[src/rtl/mips_pipeline_pkg.sv]
// Shared definitions for the MIPS pipeline EX/MEM slice: ALU status bit
// indices and the layout of a buffered EX/MEM entry.
package mips_pipeline_pkg;

    localparam int ALU_STATUS_W = 4;
    localparam int ZERO         = 0;
    localparam int NEGATIVE     = 1;
    localparam int OVERFLOW     = 2;
    localparam int CARRY        = 3;

    localparam int DEF_DATA_W     = 32;
    localparam int DEF_REG_ADDR_W = 5;

    // Reference layout at the default widths; the stage declares the same
    // layout locally so it can follow its own DATA_W / REG_ADDR_W.
    typedef struct packed {
        logic                      trap;
        logic                      reg_write;
        logic                      mem_read;
        logic                      mem_write;
        logic [DEF_REG_ADDR_W-1:0] write_reg;
        logic [ALU_STATUS_W-1:0]   alu_status;
        logic [DEF_DATA_W-1:0]     alu_result;
        logic [DEF_DATA_W-1:0]     store_data;
        logic [DEF_DATA_W-1:0]     pc;
    } exmem_entry_t;

    function automatic int exmem_entry_w(input int data_w, input int reg_addr_w);
        return 4 + reg_addr_w + ALU_STATUS_W + 3 * data_w;
    endfunction

endpackage

[src/rtl/mips_pipeline_exmem_stage_if.sv]
// EX -> EX/MEM -> MEM bus. Both sides use valid/ready: a transfer happens on a
// rising clock edge where valid and ready are both high; valid must not depend on ready.
interface mips_pipeline_exmem_stage_if #(
    parameter int DATA_W     = 32,
    parameter int REG_ADDR_W = 5
);
    import mips_pipeline_pkg::*;

    logic                    in_valid;
    logic                    in_ready;
    logic [DATA_W-1:0]       in_aluResult;
    logic [ALU_STATUS_W-1:0] in_aluStatus;
    logic                    in_regWrite;
    logic                    in_memRead;
    logic                    in_memWrite;
    logic [REG_ADDR_W-1:0]   in_writeReg;
    logic [DATA_W-1:0]       in_storeData;
    logic [DATA_W-1:0]       in_pc;
    logic                    in_trapEn;

    logic                    out_valid;
    logic                    out_ready;
    logic [DATA_W-1:0]       out_aluResult;
    logic [ALU_STATUS_W-1:0] out_aluStatus;
    logic                    out_regWrite;
    logic                    out_memRead;
    logic                    out_memWrite;
    logic [REG_ADDR_W-1:0]   out_writeReg;
    logic [DATA_W-1:0]       out_storeData;
    logic [DATA_W-1:0]       out_pc;
    logic                    out_trap;

    logic                    fwd_valid;
    logic [REG_ADDR_W-1:0]   fwd_reg;
    logic [DATA_W-1:0]       fwd_data;

    modport master (
        output in_valid, in_aluResult, in_aluStatus, in_regWrite, in_memRead,
               in_memWrite, in_writeReg, in_storeData, in_pc, in_trapEn, out_ready,
        input  in_ready, out_valid, out_aluResult, out_aluStatus, out_regWrite,
               out_memRead, out_memWrite, out_writeReg, out_storeData, out_pc,
               out_trap, fwd_valid, fwd_reg, fwd_data
    );

    modport slave (
        input  in_valid, in_aluResult, in_aluStatus, in_regWrite, in_memRead,
               in_memWrite, in_writeReg, in_storeData, in_pc, in_trapEn, out_ready,
        output in_ready, out_valid, out_aluResult, out_aluStatus, out_regWrite,
               out_memRead, out_memWrite, out_writeReg, out_storeData, out_pc,
               out_trap, fwd_valid, fwd_reg, fwd_data
    );

endinterface

[src/rtl/mips_pipeline_exmem_buffer.sv]
// Generic DEPTH-entry in-order ring buffer with valid/ready on both sides,
// synchronous flush, and a read tap on the most recently written entry.
module mips_pipeline_exmem_buffer #(
    parameter int WIDTH = 8,
    parameter int DEPTH = 2
) (
    input  logic             clock,
    input  logic             reset,
    input  logic             flush,
    input  logic             in_valid,
    output logic             in_ready,
    input  logic [WIDTH-1:0] in_data,
    output logic             out_valid,
    input  logic             out_ready,
    output logic [WIDTH-1:0] out_data,
    output logic [WIDTH-1:0] young_data
);
    localparam int PTR_W = (DEPTH > 1) ? $clog2(DEPTH) : 1;
    localparam int CNT_W = $clog2(DEPTH + 1);
    localparam logic [PTR_W-1:0] LAST = PTR_W'(DEPTH - 1);
    localparam logic [CNT_W-1:0] FULL = CNT_W'(DEPTH);

    logic [WIDTH-1:0] mem [DEPTH];
    logic [PTR_W-1:0] head_q;
    logic [PTR_W-1:0] tail_q;
    logic [PTR_W-1:0] young_ptr;
    logic [CNT_W-1:0] count_q;
    logic [CNT_W-1:0] count_nxt;
    logic             in_ready_q;
    logic             push;
    logic             pop;

    function automatic logic [PTR_W-1:0] ptr_inc(input logic [PTR_W-1:0] p);
        return (p == LAST) ? '0 : p + PTR_W'(1);
    endfunction

    // A flush squashes the incoming entry; a pop in the same cycle still counts.
    assign push      = in_valid && in_ready_q && !flush;
    assign pop       = out_valid && out_ready;
    assign count_nxt = count_q + CNT_W'(push) - CNT_W'(pop);
    assign young_ptr = (tail_q == '0) ? LAST : tail_q - PTR_W'(1);

    always_ff @(posedge clock) begin
        if (reset) begin
            head_q     <= '0;
            tail_q     <= '0;
            count_q    <= '0;
            in_ready_q <= 1'b1;
            for (int i = 0; i < DEPTH; i++) begin
                mem[i] <= '0;
            end
        end else if (flush) begin
            head_q     <= '0;
            tail_q     <= '0;
            count_q    <= '0;
            in_ready_q <= 1'b1;
        end else begin
            if (push) begin
                mem[tail_q] <= in_data;
                tail_q      <= ptr_inc(tail_q);
            end
            if (pop) begin
                head_q <= ptr_inc(head_q);
            end
            count_q    <= count_nxt;
            in_ready_q <= (count_nxt < FULL);
        end
    end

    assign in_ready   = in_ready_q;
    assign out_valid  = (count_q != '0);
    assign out_data   = mem[head_q];
    assign young_data = mem[young_ptr];

endmodule

[src/rtl/mips_pipeline_exmem_stage.sv]
// EX/MEM pipeline boundary: in-order buffer, overflow-trap masking and the
// forwarding tap. Optional trap handling is enabled by MIPS_PIPELINE_EXMEM_TRAP_EN.
module mips_pipeline_exmem_stage
    import mips_pipeline_pkg::*;
#(
    parameter int DATA_W     = 32,
    parameter int REG_ADDR_W = 5,
    parameter int DEPTH      = 2
) (
    input logic                          clock,
    input logic                          reset,
    input logic                          flush,
    mips_pipeline_exmem_stage_if.slave   bus
);
    typedef struct packed {
        logic                    trap;
        logic                    reg_write;
        logic                    mem_read;
        logic                    mem_write;
        logic [REG_ADDR_W-1:0]   write_reg;
        logic [ALU_STATUS_W-1:0] alu_status;
        logic [DATA_W-1:0]       alu_result;
        logic [DATA_W-1:0]       store_data;
        logic [DATA_W-1:0]       pc;
    } entry_t;

    localparam int ENTRY_W = exmem_entry_w(DATA_W, REG_ADDR_W);

    entry_t in_entry;
    entry_t head;
    entry_t young;
    logic   trap_hit;
    logic   buf_out_valid;

`ifdef MIPS_PIPELINE_EXMEM_TRAP_EN
    assign trap_hit = bus.in_trapEn && bus.in_aluStatus[OVERFLOW];
`else
    logic unused_trap_en;
    assign trap_hit       = 1'b0;
    assign unused_trap_en = bus.in_trapEn;
`endif

    // A trapping instruction must not write anything, so its controls are
    // cleared before it is stored; this also keeps it off the forwarding tap.
    always_comb begin
        in_entry            = '0;
        in_entry.trap       = trap_hit;
        in_entry.reg_write  = bus.in_regWrite && !trap_hit;
        in_entry.mem_read   = bus.in_memRead && !trap_hit;
        in_entry.mem_write  = bus.in_memWrite && !trap_hit;
        in_entry.write_reg  = bus.in_writeReg;
        in_entry.alu_status = bus.in_aluStatus;
        in_entry.alu_result = bus.in_aluResult;
        in_entry.store_data = bus.in_storeData;
        in_entry.pc         = bus.in_pc;
    end

    mips_pipeline_exmem_buffer #(
        .WIDTH (ENTRY_W),
        .DEPTH (DEPTH)
    ) u_buffer (
        .clock      (clock),
        .reset      (reset),
        .flush      (flush),
        .in_valid   (bus.in_valid),
        .in_ready   (bus.in_ready),
        .in_data    (in_entry),
        .out_valid  (buf_out_valid),
        .out_ready  (bus.out_ready),
        .out_data   (head),
        .young_data (young)
    );

    assign bus.out_valid     = buf_out_valid;
    assign bus.out_aluResult = head.alu_result;
    assign bus.out_aluStatus = head.alu_status;
    assign bus.out_regWrite  = head.reg_write;
    assign bus.out_memRead   = head.mem_read;
    assign bus.out_memWrite  = head.mem_write;
    assign bus.out_writeReg  = head.write_reg;
    assign bus.out_storeData = head.store_data;
    assign bus.out_pc        = head.pc;
    assign bus.out_trap      = head.trap;

    assign bus.fwd_valid = buf_out_valid && young.reg_write && (young.write_reg != '0);
    assign bus.fwd_reg   = young.write_reg;
    assign bus.fwd_data  = young.alu_result;

    logic unused_young;
    assign unused_young = ^{young.trap, young.mem_read, young.mem_write,
                            young.alu_status, young.store_data, young.pc};

endmodule

[src/flat_wrapper.sv]
// flat-port wrapper written by rule: the top's interface ports become plain ports
module mips_pipeline_exmem_stage_flat import mips_pipeline_pkg::*;
#(
    parameter int DATA_W     = 32,
    parameter int REG_ADDR_W = 5,
    parameter int DEPTH      = 2
)
  (clock, reset, flush, bus_in_valid, bus_in_aluResult, bus_in_aluStatus, bus_in_regWrite, bus_in_memRead, bus_in_memWrite, bus_in_writeReg, bus_in_storeData, bus_in_pc, bus_in_trapEn, bus_out_ready, bus_in_ready, bus_out_valid, bus_out_aluResult, bus_out_aluStatus, bus_out_regWrite, bus_out_memRead, bus_out_memWrite, bus_out_writeReg, bus_out_storeData, bus_out_pc, bus_out_trap, bus_fwd_valid, bus_fwd_reg, bus_fwd_data);
  mips_pipeline_exmem_stage_if #(.DATA_W(DATA_W), .REG_ADDR_W(REG_ADDR_W)) bus_i ();
  input logic clock;
  input logic reset;
  input logic flush;
  input wire logic [$bits(bus_i.in_valid)-1:0] bus_in_valid;
  input wire logic [$bits(bus_i.in_aluResult)-1:0] bus_in_aluResult;
  input wire logic [$bits(bus_i.in_aluStatus)-1:0] bus_in_aluStatus;
  input wire logic [$bits(bus_i.in_regWrite)-1:0] bus_in_regWrite;
  input wire logic [$bits(bus_i.in_memRead)-1:0] bus_in_memRead;
  input wire logic [$bits(bus_i.in_memWrite)-1:0] bus_in_memWrite;
  input wire logic [$bits(bus_i.in_writeReg)-1:0] bus_in_writeReg;
  input wire logic [$bits(bus_i.in_storeData)-1:0] bus_in_storeData;
  input wire logic [$bits(bus_i.in_pc)-1:0] bus_in_pc;
  input wire logic [$bits(bus_i.in_trapEn)-1:0] bus_in_trapEn;
  input wire logic [$bits(bus_i.out_ready)-1:0] bus_out_ready;
  output wire logic [$bits(bus_i.in_ready)-1:0] bus_in_ready;
  output wire logic [$bits(bus_i.out_valid)-1:0] bus_out_valid;
  output wire logic [$bits(bus_i.out_aluResult)-1:0] bus_out_aluResult;
  output wire logic [$bits(bus_i.out_aluStatus)-1:0] bus_out_aluStatus;
  output wire logic [$bits(bus_i.out_regWrite)-1:0] bus_out_regWrite;
  output wire logic [$bits(bus_i.out_memRead)-1:0] bus_out_memRead;
  output wire logic [$bits(bus_i.out_memWrite)-1:0] bus_out_memWrite;
  output wire logic [$bits(bus_i.out_writeReg)-1:0] bus_out_writeReg;
  output wire logic [$bits(bus_i.out_storeData)-1:0] bus_out_storeData;
  output wire logic [$bits(bus_i.out_pc)-1:0] bus_out_pc;
  output wire logic [$bits(bus_i.out_trap)-1:0] bus_out_trap;
  output wire logic [$bits(bus_i.fwd_valid)-1:0] bus_fwd_valid;
  output wire logic [$bits(bus_i.fwd_reg)-1:0] bus_fwd_reg;
  output wire logic [$bits(bus_i.fwd_data)-1:0] bus_fwd_data;
  assign bus_i.in_valid = bus_in_valid;
  assign bus_i.in_aluResult = bus_in_aluResult;
  assign bus_i.in_aluStatus = bus_in_aluStatus;
  assign bus_i.in_regWrite = bus_in_regWrite;
  assign bus_i.in_memRead = bus_in_memRead;
  assign bus_i.in_memWrite = bus_in_memWrite;
  assign bus_i.in_writeReg = bus_in_writeReg;
  assign bus_i.in_storeData = bus_in_storeData;
  assign bus_i.in_pc = bus_in_pc;
  assign bus_i.in_trapEn = bus_in_trapEn;
  assign bus_i.out_ready = bus_out_ready;
  assign bus_in_ready = bus_i.in_ready;
  assign bus_out_valid = bus_i.out_valid;
  assign bus_out_aluResult = bus_i.out_aluResult;
  assign bus_out_aluStatus = bus_i.out_aluStatus;
  assign bus_out_regWrite = bus_i.out_regWrite;
  assign bus_out_memRead = bus_i.out_memRead;
  assign bus_out_memWrite = bus_i.out_memWrite;
  assign bus_out_writeReg = bus_i.out_writeReg;
  assign bus_out_storeData = bus_i.out_storeData;
  assign bus_out_pc = bus_i.out_pc;
  assign bus_out_trap = bus_i.out_trap;
  assign bus_fwd_valid = bus_i.fwd_valid;
  assign bus_fwd_reg = bus_i.fwd_reg;
  assign bus_fwd_data = bus_i.fwd_data;
  mips_pipeline_exmem_stage #(.DATA_W(DATA_W), .REG_ADDR_W(REG_ADDR_W), .DEPTH(DEPTH)) u_core (.clock(clock), .reset(reset), .flush(flush), .bus(bus_i));
endmodule
[config.mk]
export PLATFORM = sky130hd
export DESIGN_NAME = mips_pipeline_exmem_stage_flat
export DESIGN_NICKNAME = d
export VERILOG_FILES = /design/src/rtl/mips_pipeline_pkg.sv /design/src/rtl/mips_pipeline_exmem_stage_if.sv /design/src/rtl/mips_pipeline_exmem_buffer.sv /design/src/rtl/mips_pipeline_exmem_stage.sv /design/src/flat_wrapper.sv
export SDC_FILE = /design/constraint.sdc
export NUM_CORES = 1
export LEC_CHECK = 0
export BUFFER_PORTS_ARGS = -buffer_cell sky130_fd_sc_hd__buf_2
export CAP_MARGIN = 20
export CORE_MARGIN = 2
export CORE_UTILIZATION = 50
export DETAILED_ROUTE_END_ITERATION = 16
export PLACE_DENSITY = 0.79
export SYNTH_ARGS = -nofsm -noshare
export SYNTH_HDL_FRONTEND = slang
export SYNTH_SLANG_ARGS = --single-unit
[constraint.sdc]
create_clock -name clock -period 10.15 [get_ports clock]
set_input_delay 0.5075 -clock clock [delete_from_list [all_inputs] [get_ports clock]]
set_output_delay 0.5075 -clock clock [all_outputs]
set_load 0.02 [all_outputs]
# --- Yosys cells after proc, flatten, opt, wreduce, memory -nomap -nowiden ---
# Memories as Yosys holds them, arrays and structs flattened. A register that Yosys moved wholly into a read port is not among the register bits.
# Cells that the tools add are included.
# Widths: inputs -> output; s select.
totals:
  ff_bits: 5
  ramBits: 216
  in_bits: 114
  out_inout_bits: 149
  wordCells: 35
  memories: 1
op_classes:
  add_sub_neg: 5
  n_lt_le_gt_ge: 1
  mux: 14
  reduce_logical: 10
mem_list:
  columns: ["name", "depth", "width", "rd", "rd_clocked_by_memory_dff", "wr", "line", "rtl"]
  rows:
  - ["u_core.u_buffer.mem", 2, 108, 2, 1, 2, "mips_pipeline_exmem_buffer.sv:23", "logic [WIDTH-1:0] mem [DEPTH];"]
ops:
  columns: ["operator", "count"]
  rows:
  - ["$mux 108", 1]
  - ["$reduce_or 108->1", 1]
  - ["$mux 1", 13]
  - ["$logic_and 1x1->1", 5]
  - ["$reduce_bool 5->1", 1]
  - ["$add 1x1->1 const B", 2]
  - ["$add 2x1->2", 1]
  - ["$lt 2x2->1 const B", 1]
  - ["$reduce_bool 2->1", 1]
  - ["$reduce_or 2->1", 1]
  - ["$sub 2x1->2", 1]
  - ["$logic_not 1->1", 1]
  - ["$sub 1x1->1 const B", 1]

# --- Depth between registers and ports, before layout ---
logic_depth:
  ltp_word: 8
  mapped_depth: 8
  depth_no_buf: 8

# --- By module ---
# From an unflattened synthesis, not the netlist that was laid out.
hier_totals:
  hier_cells: 760
  hier_area_um2: 11033.1
modules_own_cells:
  columns: ["module", "instances", "cells_per_inst", "area_per_inst_um2", "seq_area_each_um2"]
  rows:
  - ["mips_pipeline_exmem_buffer", 1, 757, 11013.1, 6666.4]
  - ["mips_pipeline_exmem_stage", 1, 3, 20.0, 0.0]

# --- Least setup slack after synthesis ---
# No wires, ideal clock.
synth_path:
  path_kind: "flip-flop to flip-flop"
  start: "register u_core.u_buffer.tail_q"
  end: "memory u_core.u_buffer.mem[0][0] (netlist bit), enable pin"
  setup_ns: 0.597
  arrival_ns: 5.779
  required_time_ns: 9.553
  path_slack_ns: 3.774
  path_stages_with_launch: 5
  n_path_buf: 3
  period_less_slack_ns: 6.376
  path_cell_list: "dfxtp_1 clkbuf_8 buf_2 buf_4 o21bai_1"
synth_lines:
  columns: ["element", "line", "rtl"]
  rows:
  - ["start, declared", "mips_pipeline_exmem_buffer.sv:25", "logic [PTR_W-1:0] tail_q;"]
  - ["start signal, assigned", "mips_pipeline_exmem_buffer.sv:60", "tail_q <= ptr_inc(tail_q);"]
  - ["end, declared", "mips_pipeline_exmem_buffer.sv:23", null]

==> impl_metrics.env <==
export IMPL_status="finished clean"
export IMPL_grt_pass1_wl_um=32310
export IMPL_portBuffers=260
export IMPL_reg2regPathDepth=4
export IMPL_grt_util_all_layers_pct=18.99
export IMPL_htreeDepth=1
export IMPL_via_per_inst=4.943
export IMPL_rsz0062_at_grt="no"
export IMPL_synth_edf_count=216
export IMPL_clock_path_buffers=3
export IMPL_postCtsSetupRepairBufs=0
export IMPL_top_layer="met5"
export IMPL_dr_total_vias=5917
export IMPL_synthFlopType="edfxtp_1"
export IMPL_synth_cell_types=29
export IMPL_setup_violations_final=0
export IMPL_numCtsBuffers=24
export IMPL_critPathTopFamily="buffers and inverters"
export IMPL_io_pins=263
export IMPL_yosysTopAreaCell="edfxtp_1"
export IMPL_die_area_mm2=0.02146
export IMPL_slowest_delay_ns=0.80
export IMPL_ant_nets=0
export IMPL_gp_congestion=0.7452
export IMPL_worst_pin_slew_ns=0.9109
export IMPL_postLayoutCoreUtil_pct=61.38
export IMPL_ir_drop_mv=0.1144
export IMPL_routedWlPerCell_um=17.18
export IMPL_synthTopCellsByCount="edfxtp_1, and2_1, mux2_2"
export IMPL_drc=0
export IMPL_relSlewSlack_pct=39.27
export IMPL_path_cells="buf_4, mux2_2, buf_2"
export IMPL_placed_area_mm2=0.01157
export IMPL_synth_seq_cells=222
export IMPL_synth_cell_area_mm2=0.01015
export IMPL_min_period_ns=3.228
export IMPL_final_setup_worst_slack_ns=6.922
export IMPL_maxSlewViolCount=0
export IMPL_preCtsSetupSlack_ns=7.371
export IMPL_fin_worst_skew_ns=0.01384
export IMPL_power_density_mw_per_mm2=173.0
export IMPL_start_util_pct=50.50
export IMPL_critPathBufInv=2
export IMPL_cp_slowest_cell="buf_4"
export IMPL_m1WireLength_um=8033
export IMPL_cp_required_ns=9.64
export IMPL_die_w_um=146.5
export IMPL_fp_coreArea_mm2=0.02010
export IMPL_yosys_warnings=0
export IMPL_r2r_slack_ns=7.69
export IMPL_critical_path_peak_fanout=66
export IMPL_ys_seq_area_share_pct=65.06
export IMPL_cts_sinks=222
export IMPL_finalCritPeriodShare_pct=31.80
export IMPL_critPathCaptureType="primary output"
export IMPL_reg2reg_to="u_core.u_buffer.mem[0][85]"
export IMPL_grt_pass1_vias=6317
export IMPL_async_flop_share_pct=0
export IMPL_final_cell_area_mm2=0.01234
export IMPL_fin_nets=1021
export IMPL_postCtsHoldBufs=0
export IMPL_cts_resized=0
export IMPL_drt_total_wl_um=20570
export IMPL_fp_dieH_um=146.5
export IMPL_hold_path_class="input pin to register"
export IMPL_cts_tree="built"
export IMPL_drt_first_pass_iters=4
export IMPL_root_buffer="clkbuf_16"
export IMPL_startpoint_type="register"
export IMPL_yosysTopAreaCellShare_pct=63.88
export IMPL_crit_type="register to primary output"
export IMPL_cap_viol_max_count=0
export IMPL_p_total_w=0.002134
export IMPL_clk_latency_ns=0.52
export IMPL_min_from="flush"
export IMPL_clkTransAtPathRegs_ns=0.06
export IMPL_grt_max_degree=67
export IMPL_met2_length_um=10650
export IMPL_postSynthNetCount=770
export IMPL_syn_area_per_cell_um2=15.53
export IMPL_drive_above_1_share_pct=52.22
export IMPL_hpwlAfterDp_um=12740
export IMPL_tns_ns=0
export IMPL_fp_row_count=52
export IMPL_max_freq_mhz=309.8
export IMPL_first_iter_violations=322
export IMPL_area_growth_pct=21.53
export IMPL_grt_overflow_total=0
export IMPL_timing_rr_start="u_core.u_buffer.tail_q"
export IMPL_cp_arrival_ns=2.72
export IMPL_antenna_found_initial=4
export IMPL_synthCells=654
export IMPL_p_leak_nw=5.229
export IMPL_hold_path_depth=2
export IMPL_yosysMostFrequentCell="edfxtp_1"
export IMPL_hold_violations=0
export IMPL_synth_area_leaders="edfxtp_1, mux2_2, and2_1"
export IMPL_dr_wl_met3_um=1394
[report_power, final]
group          leakage [nW]  switching [W]  internal (W)
sequential             2.31      0.0000163       0.00106
combinational          2.54       0.000134     0.0000915
clock                 0.373       0.000342      0.000491
total                  5.23       0.000493       0.00164
[registers in the layout, indices dropped and copies added, names as in the netlist, named ones only]
signal                    flops
u_core.u_buffer.count_q       2
u_core.u_buffer.head_q        1
u_core.u_buffer.in_ready      1
u_core.u_buffer.mem         216
u_core.u_buffer.tail_q        1
[placed cells by master, fill, tap and decap left out, drive strengths merged]
cell type / n
o21bai: 1
and4b: 1
edfxtp: 216
ha: 2
inv: 1
nor3: 4
dfxtp: 6
o21a: 1
or2: 1
buf: 267
bufinv: 2
a31o: 1
xnor2: 3
and2: 218
clkbuf: 29
nor2: 2
clkinv: 13
diode: 4
nor2b: 1
a21oi: 1
conb: 1
and4bb: 1
xor2: 1
nand2: 4
mux2: 146
[layout make-up]
class | instances | area, um2
Clock buffer | 29 | 629.4
Fill cell | 1518 | 7765
Sequential cell | 222 | 6611
Inverter | 1 | 3.754
Antenna cell | 4 | 10.01
Multi-Input combinational cell | 389 | 3266
Clock inverter | 15 | 127.6
Timing Repair Buffer | 267 | 1354
Tap cell | 270 | 337.8
[kinds of logic (layout without fill, tap and decap cells)]
group	after synthesis	after routing	synth area share [%]
other cells	1	5	0.03693
flops	222	222	65.06
mux	146	146	16.19
compound gates	4	4	0.2834
buf+inv	43	312	3.019
xor+xnor	4	4	0.3451
simple gates	232	232	14.81
fa+ha+maj	2	2	0.2464
[per-stage QoR]
step | instances | hold WS, ns
2_1_floorplan | 654 | 0.4908
4_1_cts | 1193 | 0.2127
3_5_place_dp | 1149 | 0.5168
6_report | 1197 | 0.2336
5_1_grt | 1196 | 0.2198
3_3_place_gp | 1149 | 0.5143
[worst max path at each step]
stage                            from                         end  depth (start not counted)
2_1_floorplan  u_core.u_buffer.tail_q   u_core.u_buffer.mem[0][0]                          4
3_3_place_gp                    flush  u_core.u_buffer.mem[1][84]                          4
3_5_place_dp                    flush  u_core.u_buffer.mem[1][72]                          4
4_1_cts                      register        bus_out_aluResult[5]                          3
5_1_grt                      register       bus_out_aluResult[17]                          3
6_report                     register        bus_out_aluResult[5]                          3
[routing by layer]
| layer | vias to the layer above | track usage, % |
|---|---|---|
| met1 | 2855 | 21.16 |
| met5 | - | 0 |
| met2 | 185 | 35.21 |
| li1 | 2837 | - |
| met4 | 2 | 6.068 |
| met3 | 38 | 5.188 |
No activity file was read; power rests on OpenSTA's default activity.
